`src/rtl/fetch_unit_if.sv`:
```
// Fetch front-end bundle: control-unit hooks, instruction-memory request/response, decoded-stage output.
// master = fetch unit, slave = control unit / memory / PD environment.
interface fetch_unit_if;
  logic        stall_if;
  logic        fence_i;
  logic        redirect;
  logic [63:0] redirect_pc;
  logic        imem_rd;
  logic [63:0] imem_addr;
  logic        imem_busy;
  logic        imem_valid;
  logic [31:0] imem_rdata;
  logic [31:0] ir_if;
  logic [63:0] pc_if;
  logic        ir_valid;

  modport master (
    input  stall_if, fence_i, redirect, redirect_pc, imem_busy, imem_valid, imem_rdata,
    output imem_rd, imem_addr, ir_if, pc_if, ir_valid
  );

  modport slave (
    output stall_if, fence_i, redirect, redirect_pc, imem_busy, imem_valid, imem_rdata,
    input  imem_rd, imem_addr, ir_if, pc_if, ir_valid
  );
endinterface

```
`src/rtl/fetch_unit.sv`:
```
// Instruction fetch: in-order requests, 2-entry {pc,word} queue; word visible one edge after its response.
// Credit-limited to queued + in-flight <= DEPTH; head held by stall_if; redirect/fence flush with stale-response discard.
module fetch_unit #(
  parameter logic [63:0] RESET_PC = 64'h0000_0000_8000_0000,
  parameter int          DEPTH    = 2
) (
  input logic         clk,
  input logic         rst,
  fetch_unit_if.master bus
);
  localparam logic [31:0] NOP = 32'h0000_0013;

  logic [63:0] r_pc;
  logic [63:0] r_q_pc  [2];
  logic [31:0] r_q_dat [2];
  logic        r_head;
  logic [1:0]  r_cnt;
  logic [1:0]  r_inflight;
  logic [1:0]  r_discard;
  logic        r_fence_d;
  logic [63:0] r_req_pc [2];
  logic        r_req_wr;
  logic        r_req_rd;

  logic        w_pop;
  logic        w_acc;
  logic        w_resp;
  logic        w_push;
  logic        w_fence_fall;
  logic        w_tail;
  logic [1:0]  w_cnt_after_pop;
  logic [2:0]  w_used;

  // A pop this cycle frees its slot immediately, which sustains one fetch per cycle at k=1.
  assign w_pop           = (r_cnt != 2'd0) && !bus.stall_if;
  assign w_cnt_after_pop = r_cnt - {1'b0, w_pop};
  assign w_used          = {1'b0, w_cnt_after_pop} + {1'b0, r_inflight};
  assign w_fence_fall    = r_fence_d && !bus.fence_i;

  assign bus.imem_rd   = !rst && !bus.redirect && !bus.fence_i && (w_used < 3'(DEPTH));
  assign bus.imem_addr = r_pc;

  assign w_acc  = bus.imem_rd && !bus.imem_busy;
  assign w_resp = bus.imem_valid;
  assign w_push = w_resp && (r_discard == 2'd0) && !bus.redirect && !w_fence_fall;
  assign w_tail = r_head ^ r_cnt[0];

  assign bus.ir_valid = (r_cnt != 2'd0);
  assign bus.ir_if    = bus.ir_valid ? r_q_dat[r_head] : NOP;
  assign bus.pc_if    = bus.ir_valid ? r_q_pc[r_head]  : r_pc;

  always_ff @(posedge clk) begin
    if (rst) begin
      r_pc       <= RESET_PC;
      r_head     <= 1'b0;
      r_cnt      <= 2'd0;
      r_inflight <= 2'd0;
      r_discard  <= 2'd0;
      r_fence_d  <= 1'b0;
      r_req_wr   <= 1'b0;
      r_req_rd   <= 1'b0;
    end else begin
      r_fence_d  <= bus.fence_i;
      r_inflight <= r_inflight + {1'b0, w_acc} - {1'b0, w_resp};
      if (w_acc) begin
        r_req_pc[r_req_wr] <= r_pc;
        r_req_wr           <= ~r_req_wr;
      end
      if (w_resp) begin
        r_req_rd <= ~r_req_rd;
      end

      if (bus.redirect) begin
        r_cnt     <= 2'd0;
        r_pc      <= bus.redirect_pc & ~64'h3;
        r_discard <= r_inflight - {1'b0, w_resp};
      end else if (w_fence_fall) begin
        // Everything fetched past the FENCE.I is stale: keep only the head, refetch from head+4.
        r_cnt     <= ((r_cnt != 2'd0) && !w_pop) ? 2'd1 : 2'd0;
        r_discard <= r_inflight + {1'b0, w_acc} - {1'b0, w_resp};
        if (w_pop) begin
          r_head <= ~r_head;
        end
        if (r_cnt != 2'd0) begin
          r_pc <= r_q_pc[r_head] + 64'd4;
        end else if (w_acc) begin
          r_pc <= r_pc + 64'd4;
        end
      end else begin
        if (w_acc) begin
          r_pc <= r_pc + 64'd4;
        end
        if (w_push) begin
          r_q_pc[w_tail]  <= r_req_pc[r_req_rd];
          r_q_dat[w_tail] <= bus.imem_rdata;
        end
        if (w_pop) begin
          r_head <= ~r_head;
        end
        r_cnt <= r_cnt + {1'b0, w_push} - {1'b0, w_pop};
        if (w_resp && (r_discard != 2'd0)) begin
          r_discard <= r_discard - 2'd1;
        end
      end
    end
  end

  a_resp_has_credit: assert property (@(posedge clk) disable iff (rst)
    bus.imem_valid |-> (r_inflight != 2'd0));
  a_counts_bounded: assert property (@(posedge clk) disable iff (rst)
    (r_inflight <= 2'd2) && (r_discard <= r_inflight) && (r_cnt <= 2'd2));
endmodule

```
`src/flat_wrapper.sv`:
```
// flat-port wrapper written by rule: the top's interface ports become plain ports
module fetch_unit_flat 
#(
  parameter logic [63:0] RESET_PC = 64'h0000_0000_8000_0000,
  parameter int          DEPTH    = 2
)
  (clk, rst, bus_stall_if, bus_fence_i, bus_redirect, bus_redirect_pc, bus_imem_busy, bus_imem_valid, bus_imem_rdata, bus_imem_rd, bus_imem_addr, bus_ir_if, bus_pc_if, bus_ir_valid);
  fetch_unit_if bus_i ();
  input logic clk;
  input logic rst;
  input wire logic [$bits(bus_i.stall_if)-1:0] bus_stall_if;
  input wire logic [$bits(bus_i.fence_i)-1:0] bus_fence_i;
  input wire logic [$bits(bus_i.redirect)-1:0] bus_redirect;
  input wire logic [$bits(bus_i.redirect_pc)-1:0] bus_redirect_pc;
  input wire logic [$bits(bus_i.imem_busy)-1:0] bus_imem_busy;
  input wire logic [$bits(bus_i.imem_valid)-1:0] bus_imem_valid;
  input wire logic [$bits(bus_i.imem_rdata)-1:0] bus_imem_rdata;
  output wire logic [$bits(bus_i.imem_rd)-1:0] bus_imem_rd;
  output wire logic [$bits(bus_i.imem_addr)-1:0] bus_imem_addr;
  output wire logic [$bits(bus_i.ir_if)-1:0] bus_ir_if;
  output wire logic [$bits(bus_i.pc_if)-1:0] bus_pc_if;
  output wire logic [$bits(bus_i.ir_valid)-1:0] bus_ir_valid;
  assign bus_i.stall_if = bus_stall_if;
  assign bus_i.fence_i = bus_fence_i;
  assign bus_i.redirect = bus_redirect;
  assign bus_i.redirect_pc = bus_redirect_pc;
  assign bus_i.imem_busy = bus_imem_busy;
  assign bus_i.imem_valid = bus_imem_valid;
  assign bus_i.imem_rdata = bus_imem_rdata;
  assign bus_imem_rd = bus_i.imem_rd;
  assign bus_imem_addr = bus_i.imem_addr;
  assign bus_ir_if = bus_i.ir_if;
  assign bus_pc_if = bus_i.pc_if;
  assign bus_ir_valid = bus_i.ir_valid;
  fetch_unit #(.RESET_PC(RESET_PC), .DEPTH(DEPTH)) u_core (.clk(clk), .rst(rst), .bus(bus_i));
endmodule
```
`config.mk`:
```
export PLATFORM = sky130hd
export DESIGN_NAME = fetch_unit_flat
export DESIGN_NICKNAME = d
export VERILOG_FILES = /design/src/rtl/fetch_unit_if.sv /design/src/rtl/fetch_unit.sv /design/src/flat_wrapper.sv
export SDC_FILE = /design/constraint.sdc
export NUM_CORES = 1
export LEC_CHECK = 0
export ABC_CLOCK_PERIOD_IN_PS = 18890
export BUFFER_PORTS_ARGS = -buffer_cell sky130_fd_sc_hd__buf_2
export CAP_MARGIN = 20
export CORE_UTILIZATION = 38
export CTS_CLUSTER_DIAMETER = 120
export DETAILED_ROUTE_END_ITERATION = 8
export GPL_TIMING_DRIVEN = 0
export SYNTH_ARGS = -nofsm -noshare
export SYNTH_HDL_FRONTEND = slang
export SYNTH_SLANG_ARGS = --single-unit
```
`constraint.sdc`:
```
create_clock -name clk -period 18.89 [get_ports clk]
set_input_delay 0 -clock clk [delete_from_list [all_inputs] [get_ports clk]]
set_output_delay 0 -clock clk [all_outputs]
set_load 0.1 [all_outputs]
```
* Word level (Yosys, flattened, before mapping)
Memories as Yosys holds them, arrays and structs flattened. A register that Yosys moved wholly into a read port is not among the register bits. Index checks and enable logic that the tools add are counted. Widths: inputs -> output; s select.
Storage, ports and cells: bits in registers 74, memories 3, bits of input ports 103, memory bits (writable) 320, output and inout port bits 162, word-level logic and storage cells 77
Memory list:
- u_core.r_q_pc | words 2, bits a word 64, read ports 1, clocked after memory_dff 1, write ports 1, line fetch_unit.sv:14 | logic [63:0] r_q_pc [2];
- u_core.r_req_pc | words 2, bits a word 64, read ports 1, clocked after memory_dff 1, write ports 1, line fetch_unit.sv:21 | logic [63:0] r_req_pc [2];
- u_core.r_q_dat | words 2, bits a word 32, read ports 1, clocked after memory_dff 1, write ports 1, line fetch_unit.sv:15 | logic [31:0] r_q_dat [2];
Operators by class: $add $sub $neg 10, mux-type cells 25, bitwise logic cells 5, reductions and logical operators 24, order comparisons 1
Operator list (count):
- $mux 64 | 5
- $add 64x3->64 const B | 2
- $mux 32 | 1
- $mux 1 | 15
- $logic_and 1x1->1 | 11
- $mux 2 | 4
- $sub 2x1->2 | 4
- $logic_not 1->1 | 7
- $add 2x1->2 | 2
- $not 1->1 | 4
- $reduce_bool 2->1 | 2
- $add 2x2->3 | 1
- $lt 3x2->1 const B | 1
- $reduce_bool 3->1 | 1
- $logic_not 2->1 | 1
- $reduce_and 2->1 | 1
- $reduce_or 2->1 | 1
- $sub 2x1->2 const B | 1
- $xor 1x1->1 | 1

* Longest topological paths before layout
Gate-level depths: netlist of the first run.
depth in word-level cells 11, depth in mapped cells 18

* Worst setup path after synthesis of the first run
No wires, ideal clock.
kind reg-to-reg, start register u_core.r_discard[0], end memory u_core.r_q_dat[0][0], enable pin, setup slack 7.566 ns, arrival 10.504 ns, clock period less this slack 11.324 ns, required time 18.070 ns, stages on the path, launching flop included 5, cell sequence dfxtp_1 > inv_1 > ha_1 > nand2_1 > nor4b_1
Between the ends: longest elaborated chain between the ends 9
Ends and longest elaborated chain:
- start, declared | line fetch_unit.sv:19 | logic [1:0] r_discard;
- start signal, assigned | line fetch_unit.sv:76 | r_discard <= r_inflight - {1'b0, w_resp};
- start signal, assigned | line fetch_unit.sv:80 | r_discard <= r_inflight + {1'b0, w_acc} - {1'b0, w_resp};
- start signal, assigned | line fetch_unit.sv:102 | r_discard <= r_discard - 2'd1;
- $logic_not 2->1 | line fetch_unit.sv:45 | assign w_push = w_resp && (r_discard == 2'd0) && !bus.redirect && !w_fence_fall;
- $logic_and 1x1->1 (3 in a row) | line fetch_unit.sv:45
- $mux 1 | line fetch_unit.sv:93 | if (w_push) begin
- $mux 1 | line fetch_unit.sv:77 | end else if (w_fence_fall) begin
- $mux 1 | line fetch_unit.sv:73 | if (bus.redirect) begin
- $mux 1 | line fetch_unit.sv:53 | if (rst) begin
- $mux 1 (not written as such) | line fetch_unit.sv:95 | r_q_dat[w_tail] <= bus.imem_rdata;
- end, declared | line fetch_unit.sv:15
Every way passes these cells.

==> impl_metrics.ini, run 1 <==
[status]
status = finished, final reports clean

[sta]
slew_violations = 0
fin_setup_tns_ps = 0
hold_violations = 0
slew_headroom = 0.3147
max_freq_ghz = 0.1690
period_minus_slack_ps = 5918
finClkSkew_ps = 24.12
min_period_over_period = 0.3133
setup_violations = 0
rsz0062_at_grt = false
worstMarginPinSlew_ps = 1028

[global_routing]
grt_pass1_wl_mm = 93.01
antenna_found_initial = 0
overflow = 0
grt_max_degree = 43
grt_usage = 0.2557
grt_pass1_vias = 14460

[route]
drt-total-wl_mm = 64.29
drt-pass1-iter-count = 7
num_vias = 14650
ant_nets = 0
remaining_drc_errors = 0
avgViaCountPerCell = 5.608
wire_per_inst_microns = 24.60
drt_iter0_drc = 1270

[placement]
gp_congestion = 0.9307
dpl.hpwl_mm = 46.29
dp.cells = 2432
place_area_sq_mm = 0.02098
io_buffers = 262

[worst_setup_path]
end_kind = flop
cp_data_arrival_time_ps = 6440
required_ps = 19410
cp-endpoint = u_core.bus.imem_addr[56]
path_class = flop to flop
cp_max_fo = 10
r2r-end = u_core.bus.imem_addr[56]
r2r_cells = 19
r2r_slack_ps = 12970
start_kind = flop

[floorplanning]
io_pins = 265
num_rows = 80
core_sq_mm = 0.04795
start_util = 0.3872
die_w_microns = 223.0
die_area_sq_mm = 0.04974
fp.dieH_microns = 223.0

[synth]
synth_edf_count = 320
syn-num-nets = 1631
synth_cells = 1522
ys_ff_latch = 396
yosysWarnings = 0
synthArstFlopShare = 0
synthFlopType = edfxtp_1
synth_cell_types = 76
synth_area_sq_mm = 0.01856
synth_area_per_cell_sq_um = 12.20
ys_seq_area_frac = 0.5996

[layout]
synthToLayoutAreaGrowth_pct = 25.76
antenna_cells = 0
drive_gt1_frac = 0.2382
stdcell_count = 2613
final_util = 0.4869
final_net_count = 2073
final_area_sq_mm = 0.02334

[power]
peakVddDrop_uv = 72.19
clockPowerShare = 0.383
combPwrFrac = 0.151
net-switching-power_uw = 611.1
p_per_area_mw_per_mm2 = 91.03
p_seq_frac = 0.466
internal-power_uw = 1514
p_total_uw = 2125
p_leak_uw = 0.008405
switching_share = 0.2876

[clock_network]
numCtsBuffers = 43
htreeDepth = 2
cts_sinks = 396
clk_pin_slew_ps = 60
clk_latency_ps = 580
cts_root_buffer = clkbuf_16
tritoncts = yes
clockBufferDepth = 3

[run]
max_cap_viol_count = 0

[hold_path]
hold_class = primary input to flop
sequential cells by signal (all words and copies together), names as in the netlist, named ones only:
register	cells
u_core.r_req_pc	128
u_core.r_cnt	2
u_core.r_fence_d	1
u_core.r_q_dat	64
u_core.r_req_wr	1
u_core.r_discard	2
u_core.r_q_pc	128
u_core.r_req_rd	1
u_core.bus.imem_addr	62
u_core.r_head	1
u_core.r_inflight	2
synth_stat cells, types with 8 or more instances:
master    instances  area, sq um
edfxtp_1        320         9609
nor2_1          159        596.8
nand2_1          99        371.6
a21oi_1          96        480.5
mux2i_1          90        900.9
dfxtp_1          76         1521
mux2_2           66        743.2
xnor2_1          62        543.0
nand3_1          61        305.3
xor2_1           60        525.5
clkbuf_1         56        210.2
nand4_1          47        294.0
o21ai_0          45        225.2
nor3_1           30        150.1
a22oi_1          22        165.2
inv_1            22        82.58
nor4_1           14        87.58
a211oi_1         13        97.59
nand3b_1         13        97.59
and3_1           12        75.07
nor2b_1          11        68.82
buf_4            10        75.07
a221o_1           9        90.09
o221ai_1          8        70.07
or3_1             8        50.05
logic make-up after synthesis:
logic type,share of synthesized area
flops,0.5996
simple gates,0.1402
fa+ha+maj,0.004449
buf+inv,0.02615
xor+xnor,0.05756
compound gates,0.08345
mux,0.08857
final cells by class:
class                           instances  area [sq um]
Clock buffer                           57          1191
Clock inverter                         22         156.4
Sequential cell                       396         11130
Tap cell                              615         769.5
Multi-Input combinational cell       1023          6972
Buffer                                 80         399.1
Inverter                               23         86.33
Timing Repair Buffer                  397          2640
Fill cell                            4309         24600
power by group through the flow:
| stage | Clock (uW) | Combinational, uW | Sequential [uW] |
|---|---|---|---|
| 2_1_floorplan | 0 | 171 | 1060 |
| 5_1_grt | 857 | 334 | 993 |
| 3_5_place_dp | 0 | 301 | 1010 |
| 3_3_place_gp | 0 | 296 | 1010 |
| 4_1_cts | 826 | 319 | 990 |
| 6_report | 814 | 320 | 991 |
placed cells by master, fill, tap and decap left out, drive strengths merged, types with 8 or more instances in the layout:
cell type and instances:
nor4 16, nor2b 11, a221o 9, nand4 52, nor2 159, mux2i 90, xor2 60, clkinv 19
o21ai 49, clkbuf 113, nand2 100, a211oi 13, edfxtp 320, buf 319, dlygate4sd3 102, nor3 31
a22oi 24, and3 12, nand3b 14, o221ai 8, xnor2 62, nand3 61, dfxtp 76, inv 23
a21oi 98, mux2 66, or3 8
per-layer routing:
| metal | routed length [microns] | GRT usage | vias to the layer above |
|---|---|---|---|
| met5 | 0 | 0 | - |
| met4 | 3181 | 0.1268 | 0 |
| met3 | 5888 | 0.06216 | 160 |
| met2 | 29330 | 0.4047 | 750 |
| met1 | 25890 | 0.3273 | 7136 |
| li1 | - | - | 6608 |
how the worst min path moves through the flow:
stage	start	end	slack, ps	depth (start not counted)
after detailed placement	bus_imem_rdata[17]	u_core.r_q_dat[1][17]	190	1
after floorplan	bus_imem_rdata[0]	u_core.r_q_dat[0][0]	100	0
after CTS	rst	u_core.bus.imem_addr[15]	30	3
after global placement	bus_imem_rdata[30]	u_core.r_q_dat[0][30]	190	1
after global routing	rst	u_core.bus.imem_addr[15]	80	3
final	bus_redirect	u_core.bus.imem_addr[24]	70	4
metrics by stage:
step	hold WS, ps	worst slack [ps]
floorplan	98.87	7566
global placement	186.9	-573.7
detailed placement	191.4	13670
CTS	26.89	13170
global route	78.43	12880
finish	68.27	12970
timing repair:
item / CTS / global route
hold buffers: 102 / 0
gates resized for setup: 0 / 0
endpoints found under the hold margin: 138 / 0
setup buffers: 0 / 0
critical path: stages, from the launching register on:
cell	delay (ps)
dfxtp_1	320
buf_6	140
buf_8	180
buf_8	180
buf_12	180
buf_4	270
buf_4	330
buf_4	350
buf_4	330
buf_2	480
mux2_2	280
ha_1	310
inv_1	130
a221oi_2	360
nand4_1	570
nor4_1	490
xnor2_1	160
nor2_1	50
o21ai_0	160
dlygate4sd3_1	560
No activity file was read; power rests on OpenSTA's default activity.
==> run 2: changes to the inputs <==
Settings changed: ABC_CLOCK_PERIOD_IN_PS 18890 to 5300.
Clock period 18.89 ns to 5.3 ns, I/O delays scaled along.
==> impl_metrics.ini, run 2 (synthesis gave the netlist of run 1 again) <==
[placement]
dp.cells = 2417
io_buffers = 262
gp_congestion = 0.9325
place_area_sq_mm = 0.02094
dpl.hpwl_mm = 46.06

[layout]
final_area_sq_mm = 0.02351
stdcell_count = 2599
final_common_cell = edfxtp_1
fillCellCount = 4300
final_net_count = 2060
multi_input_comb_area_sq_mm = 0.006989
drive_gt1_frac = 0.2364
reg_top3 = u_core.r_q_pc (128), u_core.r_req_pc (128), u_core.r_q_dat (64)
synthToLayoutAreaGrowth_pct = 26.62
register_area_sq_mm = 0.01113
antenna_cells = 0
final_util = 0.4902
final_cell_mix = edfxtp_1, buf_2, nor2_1

[global_routing]
grt_pass1_vias = 14620
grt_usage = 0.2544
grt_max_degree = 40
overflow = 0
grt_pass1_wl_mm = 92.98
antenna_found_initial = 0

[worst_setup_path]
r2r-end = u_core.bus.imem_addr[52]
cp_max_fo = 10
start_kind = flop
r2r_cells = 16
r2r_slack_ps = 50
cp_data_arrival_time_ps = 5720
path_class = flop to flop
required_ps = 5770
end_kind = flop

[clock_network]
clk_pin_slew_ps = 60
clockBufferDepth = 3
clk_latency_ps = 580
numCtsBuffers = 43
cts_root_buffer = clkbuf_16
cts_resized = 0
cts_sinks = 396
htreeDepth = 2
tritoncts = yes

[sta]
hold_violations = 0
min_period_over_period = 0.9914
slew_violations = 0
finClkSkew_ps = 22.94
max_freq_ghz = 0.1903
setup_violations = 0
slew_headroom = 0.3340
period_minus_slack_ps = 5255
worstMarginPinSlew_ps = 998.9
rsz0062_at_grt = false

[floorplanning]
start_util = 0.3872
io_pins = 265
num_rows = 80
die_w_microns = 223.0
die_area_sq_mm = 0.04974
fp.dieH_microns = 223.0
core_sq_mm = 0.04795

[route]
wl_met1_mm = 26.06
met2WireLength_mm = 29.01
drt-pass1-iter-count = 5
wl_met3_mm = 5.879
avgViaCountPerCell = 5.659
ant_nets = 0
top_layer = met4
drt-total-wl_mm = 64.20
remaining_drc_errors = 0
num_vias = 14710
drt_iter0_drc = 1547
wire_per_inst_microns = 24.70

[power]
peakVddDrop_uv = 268.2
p_leak_uw = 0.008428
p_per_area_mw_per_mm2 = 337.5
p_total_uw = 7934

[hold_path]
hold_class = primary input to flop
hold_path_end = u_core.bus.imem_addr[24]
worstHoldPathCells = 4
min_from = bus_redirect

[run]
max_cap_viol_count = 0

[status]
status = finished, final reports clean
[run 2: cell count changes in the layout (fill, tap and decap cells not counted), sizes merged]
cell	before	now
inv	23	26
bufinv	2	9
buf	319	306
clkinv	19	13
clkbuf	113	106
clkinvlp	1	3
[run 2: timing repair]
item,in CTS,in global routing
endpoints found under the setup margin,0,7
setup buffers,0,2
endpoints found under the hold margin,134,0
hold buffers,102,0
[run 2: how the worst max path moves through the flow]
stage                                     to  cells after the start  slack (ps)                 from
detailed placement  u_core.bus.imem_addr[40]                     18          30                 flop
CTS                 u_core.bus.imem_addr[40]                     18          20                 flop
floorplan               u_core.r_q_dat[1][0]                      4       -1220  u_core.r_discard[0]
finish              u_core.bus.imem_addr[52]                     16          50                 flop
global route        u_core.bus.imem_addr[52]                     16          50                 flop
global placement        u_core.r_q_dat[1][5]                      5       -5670         bus_redirect
[run 2: worst max-delay path, cell delays in order, from the launching register on]
cell and delay (ps):
dfxtp_1 320, buf_6 150, buf_8 180, buf_8 170, buf_12 170, buf_4 280
buf_4 320, buf_4 340, buf_4 320, buf_2 490, mux2_2 280, ha_1 340
nand4_4 300, nor4_4 740, nand4b_1 200, xor2_1 180, a221o_1 320
[run 2: power by group]
part / internal [uW] / switching, uW
logic: 278 / 862
registers: 3440 / 89.2
clock network: 1990 / 1270
[run 2: cell type report]
type                       instances  share of cell area
clock buffer                      50             0.04871
buffer                            80             0.01698
sequential                       396              0.4735
tap                              615             0.03274
timing repair buffer             384              0.1107
inverter                          23            0.003673
multi-input combinational       1023              0.2973
clock inverter                    28             0.01629
[run 2: layer usage]
layer / GRT usage / vias up
met2: 0.3995 / 771
met4: 0.1277 / 0
met1: 0.3323 / 7192
met3: 0.05466 / 176
met5: 0 / -
li1: - / 6568
[run 2: stage by stage]
| step | worst slack [ps] | setup TNS, ps | hold slack, ps |
|---|---|---|---|
| floorplan | -1216 | -231670 | 98.87 |
| global placement | -5667 | -1176900 | 186.9 |
| detailed placement | 31.97 | 0 | 191.9 |
| CTS | 23.89 | 0 | 40.49 |
| global route | 48.92 | 0 | 78.89 |
| finish | 45.45 | 0 | 76.79 |
